[src/rtl/result_serializer.sv]
// result_serializer: buffers result bytes in a small FIFO and shifts each one out
// on a single pin as a UART frame (start bit, 8 data bits LSB first, stop bit).
module result_serializer #(
   parameter int DEPTH        = 4,
   parameter int CLKS_PER_BIT = 4
) (
   input  logic                       clk,
   input  logic                       rst_n,
   input  logic [7:0]                 in_data,
   input  logic                       in_valid,
   output logic                       in_ready,
   input  logic                       ovf_clr,
   output logic                       ser_out,
   output logic                       ser_busy,
   output logic [$clog2(DEPTH+1)-1:0] fifo_count,
   output logic                       overflow
);
   localparam int CW  = $clog2(DEPTH + 1);
   localparam int PW  = $clog2(DEPTH);
   localparam int CCW = (CLKS_PER_BIT > 1) ? $clog2(CLKS_PER_BIT) : 1;
   localparam logic [CW-1:0]  FULL     = CW'(DEPTH);
   localparam logic [CCW-1:0] CYC_LAST = CCW'(CLKS_PER_BIT - 1);

   typedef enum logic [1:0] {IDLE, START, DATA, STOP} state_e;

   logic [7:0]     mem_q [DEPTH];
   state_e         state_q, state_d;
   logic [PW-1:0]  wr_ptr_q, wr_ptr_d, rd_ptr_q, rd_ptr_d;
   logic [CW-1:0]  count_q, count_d;
   logic [CCW-1:0] cyc_q, cyc_d;
   logic [2:0]     bit_q, bit_d;
   logic [7:0]     shift_q, shift_d;
   logic           ser_out_q, ser_out_d, busy_q, busy_d, ovf_q, ovf_d;
   logic           push, pop, bit_end;

   assign in_ready = (count_q != FULL);
   assign push     = in_valid && in_ready;
   assign bit_end  = (cyc_q == CYC_LAST);
   // A new frame is loaded from IDLE or straight out of the last STOP cycle.
   assign pop      = (count_q != '0) && ((state_q == IDLE) || (state_q == STOP && bit_end));

   always_comb begin
      // NOTE: every always_comb output gets a default first so no latch is inferred.
      wr_ptr_d = push ? wr_ptr_q + PW'(1) : wr_ptr_q;
      rd_ptr_d = pop  ? rd_ptr_q + PW'(1) : rd_ptr_q;
      case ({push, pop})
         2'b10:   count_d = count_q + CW'(1);
         2'b01:   count_d = count_q - CW'(1);
         default: count_d = count_q;
      endcase
      ovf_d = (in_valid && !in_ready) ? 1'b1 : (ovf_clr ? 1'b0 : ovf_q);

      state_d = state_q;
      cyc_d   = cyc_q;
      bit_d   = bit_q;
      shift_d = shift_q;
      if (pop) begin
         state_d = START;
         cyc_d   = '0;
         bit_d   = '0;
         shift_d = mem_q[rd_ptr_q];
      end else if (state_q != IDLE) begin
         cyc_d = bit_end ? '0 : cyc_q + CCW'(1);
         if (bit_end) begin
            unique case (state_q)
               START: state_d = DATA;
               DATA: begin
                  shift_d = shift_q >> 1;
                  bit_d   = bit_q + 3'd1;
                  if (bit_q == 3'd7) state_d = STOP;
               end
               default: state_d = IDLE;
            endcase
         end
      end

      // Line level is computed from the next state so ser_out comes straight from a flop.
      case (state_d)
         START:   ser_out_d = 1'b0;
         DATA:    ser_out_d = shift_d[0];
         default: ser_out_d = 1'b1;
      endcase
      busy_d = (state_d != IDLE);
   end

   // NOTE: FIFO storage is deliberately not reset; count and pointers define validity.
   always_ff @(posedge clk) begin
      if (push) mem_q[wr_ptr_q] <= in_data;
   end

   // NOTE: sequential state uses non-blocking assignments only.
   always_ff @(posedge clk or negedge rst_n) begin
      if (!rst_n) begin
         state_q   <= IDLE;
         wr_ptr_q  <= '0;
         rd_ptr_q  <= '0;
         count_q   <= '0;
         cyc_q     <= '0;
         bit_q     <= '0;
         shift_q   <= '0;
         ser_out_q <= 1'b1;
         busy_q    <= 1'b0;
         ovf_q     <= 1'b0;
      end else begin
         state_q   <= state_d;
         wr_ptr_q  <= wr_ptr_d;
         rd_ptr_q  <= rd_ptr_d;
         count_q   <= count_d;
         cyc_q     <= cyc_d;
         bit_q     <= bit_d;
         shift_q   <= shift_d;
         ser_out_q <= ser_out_d;
         busy_q    <= busy_d;
         ovf_q     <= ovf_d;
      end
   end

   assign ser_out    = ser_out_q;
   assign ser_busy   = busy_q;
   assign fifo_count = count_q;
   assign overflow   = ovf_q;

endmodule

[config.mk]
export PLATFORM = sky130hd
export DESIGN_NAME = result_serializer
export DESIGN_NICKNAME = d
export VERILOG_FILES = /design/src/rtl/result_serializer.sv
export SDC_FILE = /design/constraint.sdc
export NUM_CORES = 1
export LEC_CHECK = 0
export BUFFER_PORTS_ARGS = -buffer_cell sky130_fd_sc_hd__buf_2
export CAP_MARGIN = 30
export CORE_UTILIZATION = 45
export CTS_BUF_LIST = sky130_fd_sc_hd__clkbuf_16
export DETAILED_ROUTE_END_ITERATION = 8
export PLACE_DENSITY = 0.74
export SKIP_LAST_GASP = 1
export SLEW_MARGIN = 20
export SYNTH_ARGS = -nofsm -noshare
export SYNTH_HDL_FRONTEND = slang
export SYNTH_SLANG_ARGS = --single-unit
[constraint.sdc]
create_clock -name clk -period 2.1 [get_ports clk]
set_input_delay 0.21 -clock clk [delete_from_list [all_inputs] [get_ports clk]]
set_output_delay 0.21 -clock clk [all_outputs]
set_load 0.01 [all_outputs]
==> out/results.ini, run 1 <==
[status]
status=finished, final reports clean

[worst_setup_path]
startpoint_type=flop
startpoint=state_q[0]
max_stage_delay_ns=0.39
slowest_stage=dfrtp_1
worstPathRequired_ns=2.34
path_max_fanout=2
worstSetupPathType=flop to flop
crit_chain=inv_2 > ha_4 > a21oi_1 > or2_4 > inv_4 > ha_4 > inv_1 > fa_2 > xor2_1 > nor2_1 > xor2_1
worstSetupEndpointType=flop
worstReg2RegStart=state_q[0]
cp.arrival_ns=2.25

[floorplanning]
core-area_mm2=0.00520
rows=26
die_area_mm2=0.00579
die_h_um=76.1
ioPinCount=19
die_w_um=76.1
initial_utilization=0.475

[logic_synthesis]
ys_ff_latch=57
synthArstFlopShare=0.439
ys_types=33
ys_seq_area_frac=0.642
synth_nets=189
synth_edf_count=32
syn_inst=165
syn_area_mm2=0.00247
synth_flop_cell=edfxtp_1
yosysWarnings=0
syn_avg_cell_area_um2=15.0

[grt]
track_usage=0.161
antenna_found_initial=0
grtUsageMet2=0.267
gr-usage-met1=0.189
overflow=0
met3_usage=0.0611
grt_max_degree=26
grt_pass1_wl_um=6910
top_usage_layer=met2
grt_pass1_vias=1434

[sta]
relSlewSlack=0.625
fin_crit_sh=0.958
fin_worst_skew_ns=0.00526
fin_setup_tns_ns=0
tightest_slew_ns=0.562
setup_viol=0
min_period_ns=2.01
hold_violations=0
max_freq_mhz=497
finalMaxSlewViolations=0

[final_layout]
multi_input_area_um2=836
n_fill_cell=416
drive_gt1_frac=0.316
final_cell_mix=edfxtp_1 (32), dfrtp_1 (24), buf_2 (18), buf_4 (13), a21oi_1 (10)
n_antenna_cell=0
nNetsFinal=225
ff_latch_area_mm2=0.00159
syn2layout_area_growth_pct=26.0
final_core_util=0.598
final_common_cell=edfxtp_1

[cts]
cts.path.max_buffers=2
clk_latency_ns=0.32
numCtsBuffers=9
clkSinkCount=57
root_buffer=clkbuf_16
cts.clk_slew.worst_paths_ns=0.05
cts_tree=done
htreeDepth=3

[min_path]
hold_path_class=input pin to flop
min_from=ovf_clr

[power_and_ir_drop]
powerDensity_mw_per_mm2=1620
vdd_drop_max_v=0.00115
leakage_nw=1.30
finalPower_w=0.00506

[route]
drc_errors=0
ant_nets=0
routed_wl_um=4060
vias=1388
vias_per_cell=5.03
first_pass_iters=4
first_iter_violations=36
wire_per_inst_um=14.7

[placement]
io_buffers=18
hpwl_um=2610
gp_congestion=0.710

[flow_run]
drv_cap=0

-- final timing paths --
path,cells after the start,to,slack [ns]
max,11,fifo_count[2],0.09
min,2,overflow,0.08
max reg2reg,11,fifo_count[2],0.09
min reg2reg,1,shift_q[7],0.50
max in group asynchronous,2,fifo_count[0],1.31
min in group asynchronous,2,shift_q[1],0.41
-- cells by family after synthesis --
group,share of synthesized area
mux,0.114
flops,0.642
xor+xnor,0.0248
buf+inv,0.0339
compound gates,0.0440
fa+ha+maj,0.0638
simple gates,0.0769
-- state kept, by name (all words and copies together) (netlist names) --
| register | count |
|---|---|
| bit_q | 3 |
| cyc_q | 2 |
| fifo_count | 3 |
| mem_q | 32 |
| overflow | 1 |
| rd_ptr_q | 2 |
| ser_busy | 1 |
| ser_out | 1 |
| shift_q | 8 |
| state_q | 2 |
| wr_ptr_q | 2 |
-- power breakdown --
group	switching [W]	internal (W)	total (W)	leakage, nW
sequential	0.000240	0.00156	0.00180	0.588
combinational	0.000735	0.000779	0.00151	0.533
clock	0.000481	0.00127	0.00175	0.174
-- stage by stage --
| stage | setup slack (ns) | cell area [µm²] | hold slack (ns) | cells |
|---|---|---|---|---|
| 2_1_floorplan | 0.0102 | 2500 | -0.0856 | 165 |
| 3_3_place_gp | 0.0718 | 2730 | 0.235 | 258 |
| 3_5_place_dp | -0.0151 | 2730 | 0.241 | 258 |
| 4_1_cts | 0.0157 | 3100 | 0.0699 | 276 |
| 5_1_grt | -0.000419 | 3110 | 0.0892 | 276 |
| 6_report | 0.0887 | 3110 | 0.0756 | 276 |
-- synth_stat cells, types with 4 or more instances --
cell       n  area share
nand3_1    4      0.0081
inv_1     12       0.018
ha_1      11       0.056
nor2_1     4      0.0061
mux4_2     8       0.073
nand2_1    6      0.0091
a21oi_1   10       0.020
and2_1     4       0.010
edfxtp_1  32        0.39
dfrtp_1   24        0.24
nor3_1     7       0.014
mux2i_1    8       0.032
xor2_1     4       0.014
-- worst max-delay path: cells and delay by family, from the launching register on --
kind | cells | cell delay, ns
AOI/OAI and AO/OA | 1 | 0.05
xor gates and xnor gates | 2 | 0.31
adders and majority gates | 3 | 0.58
buffers and inverters | 3 | 0.19
DFF | 1 | 0.39
and+or+nand+nor | 2 | 0.39
-- timing repair --
item	4_1_cts	5_1_grt
pin swaps	1	1
gates resized for setup	1	3
buffers inserted	1	0
endpoints found under the hold margin	24	0
setup endpoints to repair	1	1
hold buffers	1	0
-- routing by layer --
layer  up-vias  part of all wire
met3        10             0.035
li1        677                 -
met2        20              0.52
met4         0             0.016
met5         -                 0
met1       681              0.43
-- layout make-up --
class,count,share of cell area
Clock buffer,9,0.0723
Multi-Input combinational cell,89,0.268
Sequential cell,57,0.510
Timing Repair Buffer,32,0.0635
Inverter,12,0.0153
Tap cell,70,0.0281
Clock inverter,7,0.0426
(Power assumes the default switching activity.)
==> run 2, diff against run 1 <==
--- a/config.mk
+++ b/config.mk
@@ -7,3 +7,2 @@
 export LEC_CHECK = 0
-export BUFFER_PORTS_ARGS = -buffer_cell sky130_fd_sc_hd__buf_2
 export CAP_MARGIN = 30
@@ -12,3 +11,4 @@
 export DETAILED_ROUTE_END_ITERATION = 8
-export PLACE_DENSITY = 0.74
+export DONT_BUFFER_PORTS = 1
+export PLACE_DENSITY = 0.71
 export SKIP_LAST_GASP = 1
--- a/constraint.sdc
+++ b/constraint.sdc
@@ -3,2 +3,2 @@
 set_output_delay 0.21 -clock clk [all_outputs]
-set_load 0.01 [all_outputs]
+set_load 0.005 [all_outputs]
==> out/results.ini, run 2 (synthesis results as in run 1) <==
[sta]
max_freq_mhz=495  ; was 497 MHz
setup_viol=0  ; unchanged
tightest_slew_ns=0.499  ; was 0.562 ns
rsz0062_at_grt=no
hold_violations=0  ; unchanged
fin_worst_skew_ns=0.00410  ; was 0.00526 ns
fin_setup_tns_ns=0  ; unchanged
finalMaxSlewViolations=0  ; unchanged
min_period_ns=2.02  ; was 2.01 ns
fin_crit_sh=0.962  ; was 0.958
relSlewSlack=0.667  ; was 0.625

[grt]
top_usage_layer=met2  ; unchanged
overflow=0  ; unchanged
antenna_found_initial=0  ; unchanged
track_usage=0.170  ; was 0.161
grt_max_degree=26  ; unchanged
grtUsageMet2=0.285  ; was 0.267
gr-usage-met1=0.178  ; was 0.189
grt_pass1_wl_um=7150  ; was 6910 µm
grt_pass1_vias=1566  ; was 1434
met3_usage=0.0563  ; was 0.0611

[final_layout]
n_antenna_cell=0  ; unchanged
final_common_cell=edfxtp_1  ; unchanged
reg_top3=mem_q x32, shift_q x8  ; unchanged
syn2layout_area_growth_pct=25.4  ; was 26.0%
final_core_util=0.596  ; was 0.598
nNetsFinal=216  ; was 225
drive_gt1_frac=0.239  ; was 0.316
top_register=mem_q  ; unchanged
n_fill_cell=383  ; was 416
multi_input_area_um2=836  ; unchanged
largest_register_ffs=32  ; unchanged
ff_latch_area_mm2=0.00159  ; unchanged
final_cell_mix=edfxtp_1 (32), dfrtp_1 (24), buf_4 (13), a21oi_1 (10)  ; was edfxtp_1 (32), dfrtp_1 (24), buf_2 (18), buf_4 (13), a21oi_1 (10)

[placement]
io_buffers=0  ; was 18
hpwl_um=2810  ; was 2610 µm
gp_congestion=0.743  ; was 0.710

[min_path]
hold_path_class=input pin to flop  ; unchanged

[floorplanning]
rows=26  ; unchanged
core-area_mm2=0.00520  ; unchanged
ioPinCount=19  ; unchanged
initial_utilization=0.475  ; unchanged
die_w_um=76.1  ; unchanged
die_area_mm2=0.00579  ; unchanged
die_h_um=76.1  ; unchanged

[cts]
numCtsBuffers=9  ; unchanged
clkSinkCount=57  ; unchanged
root_buffer=clkbuf_16  ; unchanged
htreeDepth=3  ; unchanged
cts.clk_slew.worst_paths_ns=0.05  ; about the same
clk_latency_ns=0.32  ; about the same
cts_tree=done  ; unchanged
cts.path.max_buffers=2  ; unchanged

[route]
first_iter_violations=53  ; was 36
ant_nets=0  ; unchanged
wire_per_inst_um=15.9  ; was 14.7 µm
vias_per_cell=5.20  ; was 5.03
routed_wl_um=4250  ; was 4060 µm
drc_errors=0  ; unchanged
vias=1389  ; was 1388
first_pass_iters=4  ; unchanged

[power_and_ir_drop]
finalPower_w=0.00490  ; was 0.00506 W
vdd_drop_max_v=0.000820  ; was 0.00115 V
power_switching_w=0.00145  ; was 0.00146 W
power_frac_comb=0.304  ; was 0.299
leakage_nw=1.25  ; was 1.30 nW
power_frac_clock=0.328  ; was 0.346
powerDensity_mw_per_mm2=1580  ; was 1620 mW/mm²
seqPwrFrac=0.368  ; was 0.355
swShare=0.296  ; was 0.288
internal_power_w=0.00345  ; was 0.00360 W

[worst_setup_path]
worstSetupPathType=flop to flop  ; unchanged
startpoint_type=flop  ; unchanged
path_max_fanout=3  ; was 2
rrSetupSlack_ns=0.08  ; was 0.09 ns
worstSetupEndpointType=flop  ; unchanged
worstPathRequired_ns=2.34  ; about the same
cp.arrival_ns=2.26  ; was 2.25 ns

[status]
status=finished, final reports clean  ; unchanged

[flow_run]
drv_cap=0  ; unchanged

## run 2: cell types whose count changed in the layout (fill, tap and decap cells not counted), sizes merged
| cell | delta |
|---|---|
| clkinvlp | +1 |
| dlygate4sd3 | +8 |
| bufinv | -1 |
| buf | -17 |
## run 2: final cells by class
cell class              count  area share
clock buffers               9      0.0726
clock inverters             7      0.0351
inverters                  12      0.0153
multi-input cells          89       0.270
flip-flops and latches     57       0.512
well taps                  70      0.0282
repair buffers             23      0.0670
## run 2: critical path: stages (launching register included)
cell and delay (ns):
dfrtp_1 0.37, ha_1 0.20, a21oi_1 0.10, or2_4 0.26
inv_4 0.07, ha_4 0.12, inv_1 0.05, fa_2 0.33
xor2_1 0.14, nor2_1 0.15, xor2_1 0.17
## run 2: metrics by stage
step / setup WS (ns) / hold slack (ns) / std cells / area [µm²]
finish: 0.0790 / 0.0200 / 267 / 3100
global route: 0.00648 / 0.0140 / 267 / 3100
CTS: 0.00572 / 0.0137 / 267 / 3090
detailed placement: -0.0321 / -0.0842 / 240 / 2640
global placement: 0.0792 / -0.0845 / 240 / 2640
floorplan: 0.0103 / -0.0856 / 165 / 2500
## run 2: power groups by stage
stage | combinational, W | clock [W] | sequential [W]
global placement | 0.00134 | 0 | 0.00178
CTS | 0.00148 | 0.00164 | 0.00180
detailed placement | 0.00142 | 0 | 0.00181
floorplan | 0.00111 | 0 | 0.00172
finish | 0.00149 | 0.00161 | 0.00180
global route | 0.00165 | 0.00167 | 0.00184
## run 2: what timing repair did
| item | 4_1_cts | 5_1_grt |
|---|---|---|
| hold buffers | 10 | 0 |
| setup endpoints to repair | 1 | 1 |
| cloned | 0 | 0 |
| buffers inserted | 1 | 0 |
| hold endpoints to repair | 57 | 0 |
| pin swaps | 1 | 1 |
| resized for setup | 0 | 4 |
## run 2: path summary, 6_finish.rpt
kind,start,end,cells after the start
max,cyc_q[0],fifo_count[2],10
min,ovf_clr,overflow,1
max reg2reg,cyc_q[0],fifo_count[2],10
min reg2reg,cyc_q[0],cyc_q[0],1
max in group asynchronous,rst_n,ser_out,2
min in group asynchronous,rst_n,ser_busy,2
## run 2: per-layer routing
metal,wire [µm],share of wire,vias to the layer above
li1,-,-,649
met1,1770,0.42,690
met2,2170,0.51,34
met3,167,0.039,16
met4,150,0.035,0
met5,0,0,-
